`src/rtl/fifo_uart_tx.sv`:
```
`timescale 1ns/1ps
// Purpose  : pops words from an upstream synchronous FIFO and sends each one as a
//            UART frame (start, DATA_WIDTH bits LSB first, optional even parity, stop).
// Latency  : 1 LOAD cycle + CLKS_PER_BIT*(DATA_WIDTH+2+PARITY_EN) cycles per frame;
//            back-to-back frames are separated by 2 idle-high cycles (IDLE, LOAD).
// Backpress: reads only from IDLE when enable=1 and the FIFO is not empty, so
//            exactly one pop per frame; an empty FIFO or enable=0 simply holds IDLE.
// Ports    : clk/rst (sync, active-high); enable, fifo_empty, fifo_data in;
//            fifo_rd_en (combinational), tx, tx_busy, frame_done (one-cycle pulse) out.
module fifo_uart_tx #(
   parameter int DATA_WIDTH   = 8,
   parameter int CLKS_PER_BIT = 16,
   parameter int PARITY_EN    = 0
) (
   input  logic                  clk,
   input  logic                  rst,
   input  logic                  enable,
   input  logic                  fifo_empty,
   input  logic [DATA_WIDTH-1:0] fifo_data,
   output logic                  fifo_rd_en,
   output logic                  tx,
   output logic                  tx_busy,
   output logic                  frame_done
);

   localparam int CW = (CLKS_PER_BIT > 1) ? $clog2(CLKS_PER_BIT) : 1;
   localparam int IW = (DATA_WIDTH > 1) ? $clog2(DATA_WIDTH) : 1;

   localparam logic [CW-1:0] CNT_LAST = CW'(CLKS_PER_BIT - 1);
   // frame_done is registered, so it is raised one count early to land on the last STOP cycle
   localparam logic [CW-1:0] CNT_DONE = CW'(CLKS_PER_BIT - 2);
   localparam logic [IW-1:0] IDX_LAST = IW'(DATA_WIDTH - 1);

   typedef enum logic [2:0] {
      IDLE,
      LOAD,
      START,
      DATA,
      PARITY,
      STOP
   } state_t;

   state_t                  state;
   logic [CW-1:0]           bit_cnt;
   logic [IW-1:0]           bit_idx;
   logic [DATA_WIDTH-1:0]   shreg;
   logic [DATA_WIDTH-1:0]   sh_next;
   logic                    par;
   logic                    bit_end;

   assign bit_end    = (bit_cnt == CNT_LAST);
   assign sh_next    = shreg >> 1;
   assign tx_busy    = (state != IDLE);
   // The read is combinational so the FIFO's registered data is ready at the LOAD edge.
   assign fifo_rd_en = !rst && (state == IDLE) && enable && !fifo_empty;

   always_ff @(posedge clk) begin
      if (rst) begin
         state      <= IDLE;
         tx         <= 1'b1;
         frame_done <= 1'b0;
         bit_cnt    <= '0;
         bit_idx    <= '0;
         shreg      <= '0;
         par        <= 1'b0;
      end else begin
         frame_done <= 1'b0;
         case (state)
            IDLE: begin
               tx <= 1'b1;
               if (fifo_rd_en) begin
                  state <= LOAD;
               end
            end
            LOAD: begin
               // Only point where fifo_data is sampled; later FIFO writes cannot disturb the frame.
               shreg   <= fifo_data;
               par     <= ^fifo_data;
               bit_cnt <= '0;
               bit_idx <= '0;
               tx      <= 1'b0;
               state   <= START;
            end
            START: begin
               if (bit_end) begin
                  bit_cnt <= '0;
                  tx      <= shreg[0];
                  state   <= DATA;
               end else begin
                  bit_cnt <= bit_cnt + CW'(1);
               end
            end
            DATA: begin
               if (bit_end) begin
                  bit_cnt <= '0;
                  if (bit_idx == IDX_LAST) begin
                     bit_idx <= '0;
                     if (PARITY_EN != 0) begin
                        tx    <= par;
                        state <= PARITY;
                     end else begin
                        tx    <= 1'b1;
                        state <= STOP;
                     end
                  end else begin
                     bit_idx <= bit_idx + IW'(1);
                     shreg   <= sh_next;
                     tx      <= sh_next[0];
                  end
               end else begin
                  bit_cnt <= bit_cnt + CW'(1);
               end
            end
            PARITY: begin
               if (bit_end) begin
                  bit_cnt <= '0;
                  tx      <= 1'b1;
                  state   <= STOP;
               end else begin
                  bit_cnt <= bit_cnt + CW'(1);
               end
            end
            STOP: begin
               if (bit_end) begin
                  bit_cnt <= '0;
                  state   <= IDLE;
               end else begin
                  bit_cnt    <= bit_cnt + CW'(1);
                  frame_done <= (bit_cnt == CNT_DONE);
               end
            end
            default: begin
               tx    <= 1'b1;
               state <= IDLE;
            end
         endcase
      end
   end

endmodule

```
`config.mk`:
```
export PLATFORM = sky130hd
export DESIGN_NAME = fifo_uart_tx
export DESIGN_NICKNAME = d
export VERILOG_FILES = /design/src/rtl/fifo_uart_tx.sv
export SDC_FILE = /design/constraint.sdc
export NUM_CORES = 1
export LEC_CHECK = 0
export ABC_CLOCK_PERIOD_IN_PS = 1900
export BUFFER_PORTS_ARGS = -buffer_cell sky130_fd_sc_hd__buf_2
export CELL_PAD_IN_SITES_DETAIL_PLACEMENT = 0
export CELL_PAD_IN_SITES_GLOBAL_PLACEMENT = 1
export CORE_ASPECT_RATIO = 0.7
export CORE_MARGIN = 4
export CORE_UTILIZATION = 42
export CTS_CLUSTER_DIAMETER = 200
export DETAILED_ROUTE_END_ITERATION = 6
export GPL_TIMING_DRIVEN = 0
export PLACE_DENSITY_LB_ADDON = 0.1
export SLEW_MARGIN = 10
export SYNTH_ARGS = -nofsm -noshare
export SYNTH_HDL_FRONTEND = slang
export SYNTH_SLANG_ARGS = --single-unit
```
`constraint.sdc`:
```
create_clock -name clk -period 1.9 [get_ports clk]
set_input_delay 0.38 -clock clk [delete_from_list [all_inputs] [get_ports clk]]
set_output_delay 0.38 -clock clk [all_outputs]
set_load 0.005 [all_outputs]
```
Word-level counts from Yosys, hierarchy flattened
Index checks and enable logic that the tools add are counted.
{ "op_classes": {"n_bitwise": 1, "addsub": 2, "n_eq_ne": 15, "reduce_logical": 15, "n_mux": 20} }
{ "ops": {"columns": ["operator", "count"], "rows": [
  ["3-bit 2-to-1 mux", 8],
  ["3-bit one-hot mux with 6 select lines", 1],
  ["8-bit 2-to-1 mux", 2],
  ["8-bit one-hot mux with 2 select lines", 1],
  ["2-bit inequality test, second input constant", 7],
  ["3-bit == test, second input constant", 3],
  ["4-bit == test, second input constant", 2],
  ["4-bit one-hot mux with 2 select lines", 1],
  ["3-bit by 2-bit == test with 1-bit output, second input constant", 2],
  ["3-bit one-hot mux with 2 select lines", 1],
  ["6-bit AND reduction", 1],
  ["1-bit one-hot mux with 5 select lines", 1],
  ["4-bit by 1-bit adder with 4-bit output, second input constant", 1],
  ["1-bit 2-to-1 mux", 4],
  ["4-bit 2-to-1 mux", 1],
  ["4-bit AND reduction", 1],
  ["2-bit nonzero test", 2],
  ["4-bit OR reduction", 1],
  ["3-bit by 1-bit adder with 3-bit output, second input constant", 1],
  ["3-bit by 1-bit == test with 1-bit output, second input constant", 1],
  ["1-bit logical AND", 3],
  ["3-bit logical NOT", 1],
  ["3-bit AND reduction", 1],
  ["3-bit nonzero test", 1],
  ["other kinds (4)", 5]
]} }
{ "word_totals": {"register_bits": 20, "word_cells": 59, "out_inout_bits": 4} }

Logic depth before layout (Yosys ltp)
{ "logic_depth": {"word_depth": 6, "mapped_depth": 7, "ltp_nobuf": 5} }

Worst setup path after synthesis
Ideal clock, no wire load.
{ "synth_path": {"path_type": "register -> register", "start": "register bit_idx[0]", "end": "register tx", "required_time_ns": 1.778, "setup_slack_ns": 0.341, "n_path_buf": 1, "arrival_time_ns": 1.437, "path_stages_with_launch": 7, "synth_period_minus_slack_ns": 1.559, "cell_sequence": "dfxtp_1 > ha_1 > ha_1 > clkbuf_1 > nor3b_1 > o21ai_0 > a311o_1"} }
{ "synth_between": {"elab_chain_len": 4} }
{ "synth_lines": {"columns": ["item", "line_no", "rtl"], "rows": [
  ["from (decl)", "45", "logic [IW-1:0] bit_idx;"],
  ["from (signal assigned)", "106", "bit_idx <= bit_idx + IW'(1);"],
  ["3-bit == test", "96", "if (bit_idx == IDX_LAST) begin"],
  ["1-bit 2-to-1 mux", "96", null],
  ["1-bit 2-to-1 mux", "94", "if (bit_end) begin"],
  ["1-bit one-hot mux with 5 select lines", "68", "case (state)"],
  ["to (signal assigned)", "87", "tx <= shreg[0];"],
  ["to (signal assigned)", "99", "tx <= par;"],
  ["to (signal assigned)", "108", "tx <= sh_next[0];"],
  ["to (decl)", "21", "output logic tx,"]
]} }
Every way passes these cells. The select of a mux whose other input is x is not followed.
A chain may end at the register's enable or synchronous reset.

Final worst setup path
{ "layout_path": {"start": "register state[1]", "end": "output fifo_rd_en"} }
{ "layout_between": {"elab_chain_len": 4} }
{ "layout_lines": {"columns": ["item", "line_no", "rtl"], "rows": [
  ["from (decl)", "43", "state_t state;"],
  ["from (signal assigned)", "59", "state <= IDLE;"],
  ["from (signal assigned)", "72", "state <= LOAD;"],
  ["from (signal assigned)", "82", "state <= START;"],
  ["3-bit logical NOT", "55", "assign fifo_rd_en = !rst && (state == IDLE) && enable && !fifo_empty;"],
  ["1-bit logical AND (3 in series)", "55", null],
  ["to (decl)", "20", "output logic fifo_rd_en,"]
]} }
Every way passes these cells.

==> impl_results.html <==
<table>
<tr><th>Metric</th><th>Value</th></tr>
<tr><th colspan="2">Outcome</th></tr>
<tr><td>Run status</td><td>finished, final reports clean</td></tr>
<tr><th colspan="2">Power</th></tr>
<tr><td>Power per unit of standard cell area</td><td>around 620 nW/um^2</td></tr>
<tr><td>Leakage</td><td>0.5267 nW</td></tr>
<tr><td>Overall power consumption</td><td>0.8400 mW</td></tr>
<tr><td>Worst vdd ir</td><td>~480 uV</td></tr>
<tr><th colspan="2">Setup path</th></tr>
<tr><td>Worst r2r dst</td><td>bit_cnt[2]</td></tr>
<tr><td>Worst setup path start</td><td>state[1]</td></tr>
<tr><td>Depth of the most critical reg-to-reg path</td><td>7</td></tr>
<tr><td>Register-to-Register Setup Slack</td><td>0.24 ns</td></tr>
<tr><td>Critical path arrival</td><td>about 1.5 ns</td></tr>
<tr><td>WP data required</td><td>around 1.5 ns</td></tr>
<tr><td>Timing endpoint of the critical path</td><td>fifo_rd_en</td></tr>
<tr><td>Launch instance of the worst register-to-register path</td><td>state[1]</td></tr>
<tr><td>Critical Path Source Type</td><td>register</td></tr>
<tr><td>Maximum fanout encountered on the critical timing path</td><td>6</td></tr>
<tr><td>CP endpoint kind</td><td>output port</td></tr>
<tr><td>Setup Crit Path Kind</td><td>reg -&gt; out</td></tr>
<tr><th colspan="2">Floorplan</th></tr>
<tr><td>I/O pin total</td><td>16</td></tr>
<tr><td>Floorplan Core Area</td><td>2534 sq um</td></tr>
<tr><td>DIE AREA</td><td>3659 sq um</td></tr>
<tr><td>Die outline width</td><td>70.61 microns</td></tr>
<tr><td>Initial core utilization</td><td>0.4548</td></tr>
<tr><td>Number of standard-cell rows in the floorplan</td><td>15</td></tr>
<tr><td>Die span in y</td><td>51.83 microns</td></tr>
<tr><th colspan="2">Place</th></tr>
<tr><td>Input/output buffers</td><td>15</td></tr>
<tr><td>Post-detail-place hpwl</td><td>1987 microns</td></tr>
<tr><td>Routability congestion estimate</td><td>approximately 0.77</td></tr>
<tr><td>Post-place instance area</td><td>approximately 1300 sq um</td></tr>
<tr><th colspan="2">STA</th></tr>
<tr><td>Setup clock skew after layout</td><td>between 0.007 and 0.008 ns</td></tr>
<tr><td>Worst slack on hold paths</td><td>0.3766 ns</td></tr>
<tr><td>Final Max Tran Viols</td><td>0</td></tr>
<tr><td>Setup repair after global routing missed its margin</td><td>true</td></tr>
<tr><td>Fin. Hold Viols</td><td>0</td></tr>
<tr><td>Worst-margin pin slew</td><td>~0.58 ns</td></tr>
<tr><td>Post-layout minimum cycle time</td><td>around 1.9 ns</td></tr>
<tr><td>Setup violation total in the final timing report</td><td>0</td></tr>
<tr><td>Fmax</td><td>~530 MHz</td></tr>
<tr><td>Remaining max-slew budget at the tightest pin</td><td>0.6112</td></tr>
<tr><td>Tcrit/Tclk final</td><td>0.9998</td></tr>
<tr><th colspan="2">Logic synthesis</th></tr>
<tr><td>Netlist cell types</td><td>40</td></tr>
<tr><td>Largest cells by area after synthesis</td><td>dfxtp_1, ha_1, a21oi_1</td></tr>
<tr><td>FF+latch count, synth</td><td>20</td></tr>
<tr><td>Number of enable-type register cells in the synthesized netlist</td><td>0</td></tr>
<tr><td>YS warnings</td><td>0</td></tr>
<tr><td>Prevailing post-synth register cell</td><td>dfxtp_1</td></tr>
<tr><td>Synthesized netlist cell count</td><td>135</td></tr>
<tr><td>Sequential area share after synthesis</td><td>0.3474</td></tr>
<tr><td>Fraction of registers with async set/reset</td><td>0</td></tr>
<tr><td>Synthesized area divided by synthesized cell count</td><td>around 8.5 sq um</td></tr>
<tr><td>Cell area after synthesis</td><td>between 1000 and 1500 sq um</td></tr>
<tr><td>Cell type contributing the most total cell area after synthesis</td><td>dfxtp_1</td></tr>
<tr><td>Synth Net Count</td><td>around 150</td></tr>
<tr><td>Area share of the largest cell type after synthesis</td><td>0.3474</td></tr>
<tr><th colspan="2">Detailed routing</th></tr>
<tr><td>Iteration count of the initial detailed-routing pass</td><td>4</td></tr>
<tr><td>Post-DR wirelength/cell</td><td>14.30 microns</td></tr>
<tr><td>Per-cell via count in the routed design</td><td>approximately 5.6</td></tr>
<tr><td>Number of routed nets with antenna violations</td><td>0</td></tr>
<tr><td>Via count</td><td>1059</td></tr>
<tr><td>DRC violation count after routing</td><td>0</td></tr>
<tr><td>Violation count after the first detailed-route iteration</td><td>60</td></tr>
<tr><td>Routed WL</td><td>around 2700 microns</td></tr>
<tr><th colspan="2">Clock tree</th></tr>
<tr><td>CTS Buffer Depth</td><td>2</td></tr>
<tr><td>Number of hold-repair buffers added at the cts stage</td><td>0</td></tr>
<tr><td>Clock latency at the later pin of the worst-skew pair</td><td>0.26 ns</td></tr>
<tr><td>Cts bufs inserted</td><td>3</td></tr>
<tr><td>Num Clock Sinks</td><td>20</td></tr>
<tr><td>Clock tree from TritonCTS</td><td>done</td></tr>
<tr><td>Buffer type at the clock tree root</td><td>clkbuf_8</td></tr>
<tr><td>CTS clk-pin slew, worst paths</td><td>0.08 ns</td></tr>
<tr><td>Clock H-tree levels</td><td>1</td></tr>
<tr><th colspan="2">Cells and area</th></tr>
<tr><td>Seq. cell area</td><td>406.6 sq um</td></tr>
<tr><td>Share of the core filled with cells in the final layout</td><td>0.5314</td></tr>
<tr><td>Top library cells by usage in the layout, fill and taps aside</td><td>buf_2, dfxtp_1, a21oi_1</td></tr>
<tr><td>Multi-input gate area</td><td>between 600 and 700 sq um</td></tr>
<tr><td>Number of nets in the finished design</td><td>175</td></tr>
<tr><td>Fraction of final layout cells sized beyond drive strength 1</td><td>0.2323</td></tr>
<tr><td>Number of antenna repair diodes</td><td>0</td></tr>
<tr><td>Final instance area</td><td>1346 sq um</td></tr>
<tr><td>Filler instances</td><td>about 250</td></tr>
<tr><td>Area added between synthesis and finish</td><td>16.83%</td></tr>
<tr><th colspan="2">Hold path</th></tr>
<tr><td>Path category of the worst min-delay check</td><td>in -&gt; reg</td></tr>
<tr><th colspan="2">GRT</th></tr>
<tr><td>Wire length of the first global-routing pass</td><td>4478 microns</td></tr>
<tr><td>Antenna violations before repair</td><td>0</td></tr>
<tr><td>Grt ovf</td><td>0</td></tr>
<tr><td>Via count of the first global-routing pass</td><td>948</td></tr>
<tr><td>Global router's overall resource usage</td><td>0.1572</td></tr>
<tr><td>Largest net degree at the start of global routing</td><td>11</td></tr>
<tr><th colspan="2">Run</th></tr>
<tr><td>Number of violations of the max-capacitance limit</td><td>0</td></tr>
</table>
-- registers in the layout, summed over array words and instances (netlist names) --
signal and count:
bit_cnt 4, bit_idx 3, frame_done 1, shreg 8, state 3, tx 1
-- through the flow --
step / setup TNS, ns / std cells / worst slack, ns
3_3_place_gp: 0 / 184 / 0.1329
6_report: 0 / 189 / 0.0003355
5_1_grt: -0.05403 / 189 / -0.05403
3_5_place_dp: 0 / 184 / 0.1244
2_1_floorplan: 0 / 135 / 0.3406
4_1_cts: 0 / 187 / 0.01237
-- logic make-up after synthesis --
group,count (synthesis),share of synthesized area
flip-flops,20,0.3474
adder cells (fa/ha/maj),6,0.06514
buffers and inverters,13,0.05320
AND/OR/NAND/NOR,53,0.2899
AO/OA/AOI/OAI,41,0.2258
multiplexers,2,0.01846
-- routing by layer --
metal	track usage	vias up	routed length, microns
li1	-	545	-
met1	0.2134	490	1330
met2	0.2484	20	1207
met3	0.05019	4	138
met4	0.02813	0	26
met5	0	-	0
-- critical path, stage by stage, from the launching register on --
cell and delay [ns]:
dfxtp_2 0.33, buf_6 0.12, or3_4 0.38, nor4b_4 0.27, buf_2 0.16
-- final cells by class --
type,instances,share of cell area
Buffer,7,0.03346
Sequential cell,20,0.3020
Tap cell,34,0.03160
Multi-Input combinational cell,102,0.5130
Clock buffer,3,0.03067
Inverter,4,0.01115
Timing Repair Buffer,19,0.07807
-- synthesized netlist by cell type, drive strengths merged, types with 2 or more instances --
| cell | instances |
|---|---|
| nor2b | 3 |
| a21oi | 13 |
| nor3 | 2 |
| nor2 | 10 |
| o21ai | 9 |
| nor4 | 2 |
| inv | 4 |
| nand3 | 3 |
| clkbuf | 4 |
| a21o | 2 |
| dfxtp | 20 |
| and3 | 9 |
| nand2b | 2 |
| and2 | 2 |
| nor3b | 2 |
| nand2 | 12 |
| buf | 5 |
| a31oi | 4 |
| ha | 6 |
| a221oi | 6 |
| nand4 | 2 |
-- where the power goes --
| group | switching [mW] | internal (mW) |
|---|---|---|
| registers | 0.0119 | 0.433 |
| logic | 0.0624 | 0.0562 |
| clock network | 0.135 | 0.141 |
| total | 0.210 | 0.630 |
-- how the worst min path moves through the flow --
stage / from / end / depth (start not counted)
2_1_floorplan: shreg[0] / shreg[0] / 2
3_3_place_gp: shreg[0] / shreg[0] / 2
3_5_place_dp: shreg[4] / shreg[4] / 2
4_1_cts: fifo_data[7] / shreg[7] / 3
5_1_grt: fifo_data[7] / shreg[7] / 3
6_report: fifo_data[7] / shreg[7] / 3
-- what timing repair did --
action	CTS	global route
setup buffers	0	4
resized for setup	1	8
setup endpoints to repair	1	3
hold endpoints to repair	0	0
pin swaps	0	2
No activity file was read; power rests on OpenSTA's default activity.
